--- config.mk ---
export PLATFORM = sky130hd
export DESIGN_NAME = mem_port_arbiter
export DESIGN_NICKNAME = d
export VERILOG_FILES = /design/src/rtl/mem_arb_pkg.sv /design/src/rtl/mem_port_arbiter_rr_pick.sv /design/src/rtl/mem_port_arbiter.sv
export SDC_FILE = /design/constraint.sdc
export NUM_CORES = 1
export LEC_CHECK = 0
export BUFFER_PORTS_ARGS = -buffer_cell sky130_fd_sc_hd__buf_2
export CAP_MARGIN = 20
export CORE_AREA = 8 8 144 146
export CTS_BUF_LIST = sky130_fd_sc_hd__clkbuf_4 sky130_fd_sc_hd__clkbuf_8 sky130_fd_sc_hd__clkbuf_16
export DETAILED_ROUTE_END_ITERATION = 8
export DIE_AREA = 0 0 152 154
export PLACE_DENSITY = 0.52
export SETUP_SLACK_MARGIN = 0.3
export SYNTH_ARGS = -nofsm -noshare
export SYNTH_HDL_FRONTEND = slang
export SYNTH_HIERARCHICAL = 1
export SYNTH_SLANG_ARGS = --single-unit
--- constraint.sdc ---
create_clock -name clk -period 2 [get_ports clk]
set_clock_uncertainty 0.15 [all_clocks]
set_input_delay 0 -clock clk [delete_from_list [all_inputs] [get_ports clk]]
set_output_delay 0 -clock clk [all_outputs]
set_load 0.005 [all_outputs]
--- src/rtl/mem_arb_pkg.sv ---
// Shared types and defaults for the data-port arbiter.
package mem_arb_pkg;
  typedef enum logic [1:0] {
    ARB_FIXED  = 2'd0,
    ARB_RR     = 2'd1,
    ARB_STATIC = 2'd2
  } arb_mode_e;

  localparam int LOCK_MAX_DEFAULT = 64;
endpackage

--- src/rtl/mem_port_arbiter_rr_pick.sv ---
// Rotating priority pick: first set request at or after ptr, wrapping modulo N.
module rr_pick #(
  parameter int N  = 2,
  parameter int PW = $clog2(N)
) (
  input  logic [N-1:0]  req,
  input  logic [PW-1:0] ptr,
  output logic [N-1:0]  gnt,
  output logic [PW-1:0] idx,
  output logic          any
);
  int  j;
  logic found;

  always_comb begin
    gnt   = '0;
    idx   = '0;
    found = 1'b0;
    j     = 0;
    for (int k = 0; k < N; k++) begin
      j = int'(ptr) + k;
      if (j >= N) j = j - N;
      if (!found && req[j]) begin
        found  = 1'b1;
        gnt[j] = 1'b1;
        idx    = PW'(j);
      end
    end
    any = found;
  end
endmodule

--- src/rtl/mem_port_arbiter.sv ---
// N-master arbiter for the shared RAM data port with lock, lock watchdog and
// read-return routing.
module mem_port_arbiter
  import mem_arb_pkg::*;
#(
  parameter int NUM_MASTERS = 2,
  parameter int ADDR_W      = 32,
  parameter int DATA_W      = 32,
  parameter int MODE        = 0,
  parameter int READ_LAT    = 1,
  parameter int LOCK_MAX    = LOCK_MAX_DEFAULT
) (
  input  logic                               clk,
  input  logic                               rst,
  input  logic                               clk_en,
  input  logic [$clog2(NUM_MASTERS)-1:0]     i_owner,
  input  logic [NUM_MASTERS-1:0]             i_req,
  input  logic [NUM_MASTERS-1:0]             i_lock,
  input  logic [NUM_MASTERS-1:0]             i_read_req,
  input  logic [NUM_MASTERS*ADDR_W-1:0]      i_read_addr,
  input  logic [NUM_MASTERS-1:0]             i_write_enable,
  input  logic [NUM_MASTERS*(DATA_W/8)-1:0]  i_byte_enable,
  input  logic [NUM_MASTERS*ADDR_W-1:0]      i_write_addr,
  input  logic [NUM_MASTERS*DATA_W-1:0]      i_write_data,
  output logic [NUM_MASTERS-1:0]             o_grant,
  output logic [NUM_MASTERS-1:0]             o_read_valid,
  output logic [DATA_W-1:0]                  o_read_data,
  output logic                               o_lock_timeout,
  output logic                               o_read_req,
  output logic [ADDR_W-1:0]                  o_read_addr,
  output logic                               o_write_enable,
  output logic [DATA_W/8-1:0]                o_byte_enable,
  output logic [ADDR_W-1:0]                  o_write_addr,
  output logic [DATA_W-1:0]                  o_write_data,
  input  logic [DATA_W-1:0]                  i_read_data
);
  localparam int IDX_W = $clog2(NUM_MASTERS);
  localparam int BE_W  = DATA_W / 8;
  localparam int CNT_W = (LOCK_MAX > 0) ? $clog2(LOCK_MAX + 1) : 1;

  logic [IDX_W-1:0] ptr_q, ptr_d, lock_id_q, lock_id_d, blk_id_q, blk_id_d;
  logic             lock_q, lock_d, blk_q, blk_d, lock_to_q, lock_to_d;
  logic [CNT_W-1:0] lock_cnt_q, lock_cnt_d, cnt_next;
  logic [READ_LAT-1:0] rd_vld_q, rd_vld_d;
  logic [IDX_W-1:0] rd_id_q [READ_LAT];
  logic [IDX_W-1:0] rd_id_d [READ_LAT];

  logic [NUM_MASTERS-1:0] grant, pick_gnt;
  logic [IDX_W-1:0]       g_idx, pick_idx, pick_ptr;
  logic                   pick_any, any_grant, lock_ok;

  function automatic logic [IDX_W-1:0] wrap_inc(input logic [IDX_W-1:0] v);
    return (int'(v) == NUM_MASTERS - 1) ? '0 : v + IDX_W'(1);
  endfunction

  // Fixed priority is the rotating pick with the pointer pinned at 0.
  assign pick_ptr = (MODE == int'(ARB_RR)) ? ptr_q : '0;

  rr_pick #(.N(NUM_MASTERS), .PW(IDX_W)) u_pick (
    .req (i_req),
    .ptr (pick_ptr),
    .gnt (pick_gnt),
    .idx (pick_idx),
    .any (pick_any)
  );

  always_comb begin
    grant = '0;
    g_idx = '0;
    if (lock_q && i_req[lock_id_q]) begin
      grant[lock_id_q] = 1'b1;
      g_idx            = lock_id_q;
    end else if (MODE == int'(ARB_STATIC)) begin
      for (int i = 0; i < NUM_MASTERS; i++) begin
        if (i_req[i] && i_owner == IDX_W'(i)) begin
          grant[i] = 1'b1;
          g_idx    = IDX_W'(i);
        end
      end
    end else if (pick_any) begin
      grant = pick_gnt;
      g_idx = pick_idx;
    end
  end

  assign any_grant = |grant;

  always_comb begin
    o_read_req     = 1'b0;
    o_read_addr    = '0;
    o_write_enable = 1'b0;
    o_byte_enable  = '0;
    o_write_addr   = '0;
    o_write_data   = '0;
    for (int i = 0; i < NUM_MASTERS; i++) begin
      if (grant[i]) begin
        o_read_req     = i_read_req[i];
        o_read_addr    = i_read_addr[i*ADDR_W +: ADDR_W];
        o_write_enable = i_write_enable[i];
        o_byte_enable  = i_byte_enable[i*BE_W +: BE_W];
        o_write_addr   = i_write_addr[i*ADDR_W +: ADDR_W];
        o_write_data   = i_write_data[i*DATA_W +: DATA_W];
      end
    end
  end

  // A master whose lock timed out may not re-lock until it has lost the grant once.
  assign lock_ok = any_grant && i_lock[g_idx] && !(blk_q && g_idx == blk_id_q);

  always_comb begin
    ptr_d      = ptr_q;
    lock_d     = lock_q;
    lock_id_d  = lock_id_q;
    lock_cnt_d = lock_cnt_q;
    blk_d      = blk_q;
    blk_id_d   = blk_id_q;
    lock_to_d  = lock_to_q;
    rd_vld_d   = rd_vld_q;
    rd_id_d    = rd_id_q;
    cnt_next   = '0;
    if (clk_en) begin
      lock_to_d   = 1'b0;
      rd_vld_d[0] = o_read_req;
      rd_id_d[0]  = g_idx;
      for (int k = 1; k < READ_LAT; k++) begin
        rd_vld_d[k] = rd_vld_q[k-1];
        rd_id_d[k]  = rd_id_q[k-1];
      end
      if (any_grant && !lock_q) ptr_d = wrap_inc(g_idx);
      if (blk_q && !(any_grant && g_idx == blk_id_q)) blk_d = 1'b0;
      lock_d     = 1'b0;
      lock_cnt_d = '0;
      if (lock_ok) begin
        cnt_next = (lock_q && lock_id_q == g_idx) ? lock_cnt_q + CNT_W'(1) : CNT_W'(1);
        if (LOCK_MAX != 0 && cnt_next >= CNT_W'(LOCK_MAX)) begin
          lock_to_d = 1'b1;
          blk_d     = 1'b1;
          blk_id_d  = g_idx;
          ptr_d     = wrap_inc(g_idx);
        end else begin
          lock_d     = 1'b1;
          lock_id_d  = g_idx;
          lock_cnt_d = cnt_next;
        end
      end
    end
  end

  always_ff @(posedge clk or negedge rst) begin
    if (!rst) begin
      ptr_q      <= '0;
      lock_q     <= 1'b0;
      lock_id_q  <= '0;
      lock_cnt_q <= '0;
      blk_q      <= 1'b0;
      blk_id_q   <= '0;
      lock_to_q  <= 1'b0;
      rd_vld_q   <= '0;
      for (int k = 0; k < READ_LAT; k++) rd_id_q[k] <= '0;
    end else begin
      ptr_q      <= ptr_d;
      lock_q     <= lock_d;
      lock_id_q  <= lock_id_d;
      lock_cnt_q <= lock_cnt_d;
      blk_q      <= blk_d;
      blk_id_q   <= blk_id_d;
      lock_to_q  <= lock_to_d;
      rd_vld_q   <= rd_vld_d;
      rd_id_q    <= rd_id_d;
    end
  end

  always_comb begin
    o_read_valid = '0;
    if (rd_vld_q[READ_LAT-1]) o_read_valid[rd_id_q[READ_LAT-1]] = 1'b1;
  end

  assign o_grant        = grant;
  assign o_read_data    = i_read_data;
  assign o_lock_timeout = lock_to_q;
endmodule
==> impl_metrics.csv, run 1 <==
group,metric,value,unit
cts,numClockSinks,14,
yosys,synth_warnings,6,
worst_setup_path,crit_type,"reg2out",
final_layout,regArea,352.8,um2
power,vdd_ir_drop_max,0.4360,mV
cts,cts_buffers,3,
sta,fin_crit_sh,103.9,%
yosys,syn_avg_cell_area,8.734,um2
yosys,async_flop_share,100.0,%
global_route,grt_max_degree,36,
cts,cts_root_buffer,"clkbuf_16",
power,seq_power_share,10.9,%
sta,final-setup-viol-count,65,
worst_setup_path,endpoint_kind,"output pin",
global_route,grt_overflow_total,0,
yosys,synth-seq-cells,14,
run_status,failed_checks,"setup timing",
sta,max_freq,481.4,MHz
global_route,grt_pass1_wl,25550,um
power,p_leak,2.843,nW
sta,rsz0062_at_grt,"yes",
final_layout,area_delta_synth_final,135.0,%
routing,wirelength,18690,um
placed_design,gp_congestion,0.8622,
run_status,status,"complete, but fails checks",
routing,viasPerCell,4.381,
power,switching_share,37.96,%
cts,clk_pin_slew,0.05,ns
final_layout,nNetsFinal,847,
power,power_density,586.4,nW/um2
yosys,seq_area_frac_synth,15.79,%
worst_setup_path,cp.arrival,1.93,ns
power,pwr-share-clk,12.4,%
floorplan,rows,50,
yosys,synth_cell_types,48,
floorplan,core,18460,um2
cts,cts_tree,"built",
final_layout,final_core_util,28.25,%
global_route,track_usage,14.01,%
cts,insertion_delay,0.24,ns
routing,drc_errors,0,
sta,fin_ws,-0.07740,ns
cts,ctsHtreeMaxLevel,1,
yosys,synthFlopType,"dfrtp_1",
global_route,antenna_found_initial,1,
yosys,syn_area,2218,um2
sta,finalMaxSlewViolations,0,
global_route,grt_pass1_vias,3718,
sta,worst_pin_slew,0.5096,ns
worst_setup_path,crit_fanout,5,
routing,first_pass_iters,4,
worst_hold_path,hp-class,"in2reg",
cts,clk_path_buf_depth,2,
worst_setup_path,worstPathRequired,1.85,ns
final_layout,num-fill-cells,1944,
sta,min_period,2.077,ns
routing,drt_iter0_markers,232,
yosys,synth_edf_count,0,
flow_run,cap_viol_max_count,0,
placed_design,dpl.hpwl,13800,um
power,p_switching,1.161,mW
power,intPower,1.897,mW
sta,relSlewSlack,65.73,%
floorplan,die-area,23410,um2
placed_design,placed_area,3910,um2
sta,hold_viol,0,
floorplan,start_util,12.02,%
routing,vias,3658,
yosys,syn_inst,254,
placed_design,io_buffers,317,
power,pwr-share-comb,76.7,%
final_layout,multi_input_area,1665,um2
worst_setup_path,crit_path_start_kind,"register",
floorplan,dieHeight,154,um
routing,wl_per_cell,22.38,um
final_layout,final_area,5214,um2
routing,final_antenna_net_count,0,
final_layout,drive_above_1_share,69.17,%
floorplan,dieWidth,152,um
floorplan,io_pins,383,
## layout by cell type (no fill, tap or decap), drive strengths merged, types with 2 or more instances in the layout
| cell | n |
|---|---|
| a21oi | 2 |
| o21ai | 7 |
| and3 | 2 |
| a21boi | 3 |
| mux2i | 2 |
| a21o | 2 |
| clkbuf | 6 |
| o22ai | 2 |
| nand3 | 7 |
| dfrtp | 14 |
| a31oi | 6 |
| nand2 | 9 |
| a22o | 103 |
| conb | 2 |
| mux2 | 4 |
| and2 | 3 |
| nand3b | 2 |
| nor2 | 2 |
| inv | 7 |
| nor2b | 3 |
| buf | 362 |
| dlygate4sd3 | 35 |
## cells in the mapped netlist (2+ instances only)
cell	n	area, um2
a22o_1	103	902.1
buf_4	42	315.3
dfrtp_1	14	350.3
buf_2	10	50.05
nand2_1	8	30.03
inv_1	7	26.28
a31oi_1	5	31.28
nand3_1	5	25.02
o21ai_0	4	20.02
a21boi_0	3	22.52
buf_6	3	33.78
clkbuf_1	3	11.26
nor2b_1	3	18.77
o21ai_1	3	15.01
a21o_1	2	15.01
and2_1	2	12.51
mux2_2	2	22.52
mux2i_1	2	20.02
nand3_2	2	20.02
nor2_1	2	7.510
o22ai_1	2	12.51
## power groups by stage
stage	clock [mW]	combinational (mW)	sequential (mW)
after global placement	0	1.61	0.329
final	0.381	2.34	0.333
after floorplan	0	0.808	0.316
after detailed placement	0	1.60	0.330
after CTS	0.384	2.17	0.330
after global routing	0.396	2.48	0.336
## sequential cells by signal, summed over array words and instances (netlist names)
name            flops
blk_id_q            1
blk_q               1
lock_cnt_q          7
lock_id_q           1
lock_q              1
o_lock_timeout      1
rd_id_q             1
rd_vld_q            1
## per-stage QoR
step	total power [mW]	instances	hold WS (ns)	TNS, ns	setup WS [ns]
after CTS	2.886	824	0.02559	-2.124	-0.07875
final	3.058	835	0.004454	-2.402	-0.07740
after floorplan	1.124	255	-0.4456	0	0.1360
after global placement	1.940	766	-0.2292	0	0.07384
after detailed placement	1.931	766	-0.2284	0	0.02104
after global routing	3.216	835	0.02140	-8.002	-0.1330
## final timing paths
| kind | depth (start not counted) | slack, ns | endpoint | start |
|---|---|---|---|---|
| max | 9 | -0.08 | o_write_data[29] | lock_q |
| min | 3 | 0.004 | rd_vld_q | i_read_req[1] |
| max reg2reg | 8 | -0.06 | blk_id_q | lock_q |
| min reg2reg | 1 | 0.35 | blk_q | blk_q |
| max in group asynchronous | 2 | 1.40 | lock_id_q | rst |
| min in group asynchronous | 2 | 0.03 | rd_id_q | rst |
## routing by layer
metal | GRT usage (%) | wire length (um) | up-vias
li1 | - | - | 1671
met1 | 15.84 | 7032 | 1705
met2 | 25.51 | 9631 | 247
met3 | 3.447 | 1460 | 35
met4 | 4.236 | 561 | 0
met5 | 0 | 0 | -
## cell type report
type | count | area share, %
timing repair buffer | 400 | 53.68
inverter | 7 | 0.5040
multi-input combinational | 176 | 31.94
antenna | 1 | 0.04800
sequential | 14 | 6.767
clock buffer | 3 | 1.440
tap | 234 | 5.616
## critical path: stages (launching register included)
cell and delay, ns:
dfrtp_2 0.45, nand2_2 0.10, a31oi_4 0.09, a21oi_4 0.18
nor2b_4 0.06, buf_12 0.14, buf_12 0.14, clkbuf_16 0.16
a22o_1 0.22, buf_2 0.13
## logic make-up after synthesis
logic type / Yosys count / share of synthesized area [%]
other: 1 / 0.1690
DFF: 14 / 15.79
adders and majority gates: 1 / 0.5639
buffers and inverters: 65 / 19.68
and+or+nand+nor: 34 / 9.928
AOI/OAI and AO/OA: 131 / 49.97
muxes: 6 / 3.102
xor gates and xnor gates: 2 / 0.7898
## what timing repair did
item	4_1_cts	5_1_grt
buffers inserted	14	5
endpoints found under the setup margin	113	116
pin swaps	26	24
endpoints found under the hold margin	50	1
hold buffers	34	1
resized for setup	62	30
gates cloned	7	4
Note: power is estimated with default switching activity, not from simulation.
==> inputs of run 2 (changes only) <==
--- a/config.mk
+++ b/config.mk
@@ -11,6 +11,7 @@
 export CTS_BUF_LIST = sky130_fd_sc_hd__clkbuf_4 sky130_fd_sc_hd__clkbuf_8 sky130_fd_sc_hd__clkbuf_16
 export DETAILED_ROUTE_END_ITERATION = 8
 export DIE_AREA = 0 0 152 154
+export MAX_ROUTING_LAYER = met4
 export PLACE_DENSITY = 0.52
 export SETUP_SLACK_MARGIN = 0.3
 export SYNTH_ARGS = -nofsm -noshare
==> run 2 against run 1 <==
  * The flow still finishes with violations (setup timing)
  * Sequential cell count unchanged
  * Combinational power hardly changed
  * Register-to-register slack about the same
  * Wire length is 0.48% higher
  * Sequential power is essentially flat
  * Critical path depth did not move
  * First-iteration DRC count grew 0.86%
  * Cell count did not move
  * Largest cell class unchanged
  * Largest power group unchanged
==> impl_metrics.csv, run 2 (synthesized netlist as in run 1, its figures left out) <==
group,metric,value,unit
flow_run,cap_viol_max_count,0,
global_route,grt_max_degree,36,
final_layout,nNetsFinal,847,
routing,wirelength,18780,um
final_layout,layout_commonest_cell,"buf_2",
global_route,track_usage,14.43,%
routing,first_pass_iters,4,
worst_hold_path,holdCritStartpoint,"i_read_req[1]",
floorplan,die-area,23410,um2
worst_setup_path,crit_path_frequent_cell,"buf_12",
routing,viasPerCell,4.441,
final_layout,largest_reg_flops,7,
sta,max_freq,479.5,MHz
worst_hold_path,whs_endpoint,"rd_vld_q",
worst_setup_path,crit_fanout,5,
worst_setup_path,path_buf_inv,4,
placed_design,dpl.hpwl,13800,um
global_route,busiest_layer,"met2",
placed_design,placed_area,3910,um2
global_route,antenna_found_initial,1,
worst_setup_path,crit_cells,9,
worst_setup_path,crit_type,"reg2out",
global_route,use_met3,2.915,%
worst_setup_path,worstPathRequired,1.85,ns
routing,wl_per_cell,22.49,um
power,vdd_ir_drop_max,0.4461,mV
global_route,grt_pass1_wl,25550,um
cts,clk_path_buf_depth,2,
global_route,gr-usage-met2,25.51,%
power,p_leak,2.843,nW
worst_setup_path,cp.arrival,1.94,ns
cts,insertion_delay,0.25,ns
cts,cts_tree,"built",
final_layout,regMostFlops,"lock_cnt_q",
sta,fin_tns_setup,-2.724,ns
final_layout,num-fill-cells,1944,
sta,finalMaxSlewViolations,0,
sta,min_period,2.085,ns
run_status,failed_checks,"setup timing",
worst_setup_path,critPathMaxStageDelay,0.45,ns
global_route,grt_overflow_total,0,
routing,drt_iter0_markers,234,
worst_setup_path,path_delay_family,"buffers and inverters",
sta,whs,0.001207,ns
sta,rsz0062_at_grt,"yes",
worst_setup_path,path_cells,"nand2_2, a31oi_4, a21oi_4, nor2b_4, buf_12, buf_12, clkbuf_16, a22o_1, buf_2",
cts,clk_pin_slew,0.05,ns
floorplan,rows,50,
worst_setup_path,reg2reg_setup_slack,-0.06,ns
sta,relSlewSlack,63.92,%
placed_design,io_buffers,317,
worst_hold_path,hp-class,"in2reg",
worst_setup_path,reg2reg_from,"lock_q",
worst_setup_path,r2r-end,"blk_id_q",
worst_hold_path,hold_depth,3,
worst_setup_path,crit_path_start_kind,"register",
routing,drc_errors,0,
routing,vias,3708,
cts,numClockSinks,14,
final_layout,final_cell_mix,"buf_2, a22o_1, dlygate4sd3_1",
global_route,grt_pass1_vias,3715,
routing,final_antenna_net_count,0,
cts,cts_buffers,3,
floorplan,io_pins,383,
global_route,grtUsageMet1,16.22,%
power,power_density,587.6,nW/um2
sta,fin_ws,-0.08540,ns
final_layout,final_area,5214,um2
sta,hold_viol,0,
run_status,status,"complete, but fails checks",
worst_setup_path,endpoint_kind,"output pin",
floorplan,dieWidth,152,um
cts,ctsHtreeMaxLevel,1,
final_layout,drive_above_1_share,69.17,%
sta,fin_crit_sh,104.3,%
worst_setup_path,crit_slowest_cell,"dfrtp_2",
floorplan,dieHeight,154,um
sta,final-setup-viol-count,73,
sta,worst_pin_slew,0.5364,ns
floorplan,start_util,12.02,%
cts,cts_root_buffer,"clkbuf_16",
final_layout,area_delta_synth_final,135.0,%
final_layout,final_core_util,28.25,%
placed_design,gp_congestion,0.8761,
floorplan,core,18460,um2
worst_setup_path,worstRegToRegCells,8,
[run 2: worst max-delay path by stage]
stage | to | start | slack (ns)
after floorplan | lock_cnt_q[1] | lock_cnt_q[0] | 0.14
after global placement | blk_id_q | lock_id_q | 0.07
after detailed placement | blk_id_q | lock_id_q | 0.02
after CTS | o_read_addr[9] | lock_q | -0.08
after global routing | o_read_addr[16] | lock_q | -0.14
final | o_read_addr[22] | lock_q | -0.09
[run 2: metal layers]
| layer | share of wire, % | wire length, um | vias up |
|---|---|---|---|
| met5 | 0 | 0 | - |
| met2 | 52 | 9697 | 261 |
| met3 | 7.3 | 1378 | 31 |
| met4 | 2.9 | 544 | 0 |
| met1 | 38 | 7154 | 1746 |
| li1 | - | - | 1670 |
[run 2: cell type report]
class / instances / area (um2) / share of cell area [%]
repair buffers: 400 / 2799 / 53.68
multi-input cells: 176 / 1665 / 31.94
flip-flops and latches: 14 / 352.8 / 6.767
well taps: 234 / 292.8 / 5.616
clock buffers: 3 / 75.07 / 1.440
inverters: 7 / 26.28 / 0.5040
diodes: 1 / 2.502 / 0.04800
[run 2: where the power goes]
part / switching, mW / leakage [nW] / internal, mW / total, mW
Sequential: 0.0305 / 0.189 / 0.303 / 0.333
Clock: 0.124 / 0.0370 / 0.263 / 0.386
Combinational: 1.01 / 2.62 / 1.33 / 2.34
[run 2: through the flow]
stage               setup WS [ns]  cells  total power [mW]
floorplan                  0.1360    255             1.124
global placement          0.07384    766             1.940
detailed placement        0.02104    766             1.931
CTS                      -0.07875    824             2.886
global route              -0.1370    835             3.221
finish                   -0.08540    835             3.064
[run 2: timing repair]
item                                    4_1_cts  5_1_grt
setup buffers                                14        5
endpoints found under the setup margin      113      116
hold buffers                                 34        1
cloned                                        7        4
gates resized for setup                      62       30
pin swaps                                    26       24
endpoints found under the hold margin        50        1
[run 2: worst min-delay path, cell delays in order]
cell	delay, ns
buf_2	0.09
a22o_4	0.14
mux2_4	0.13
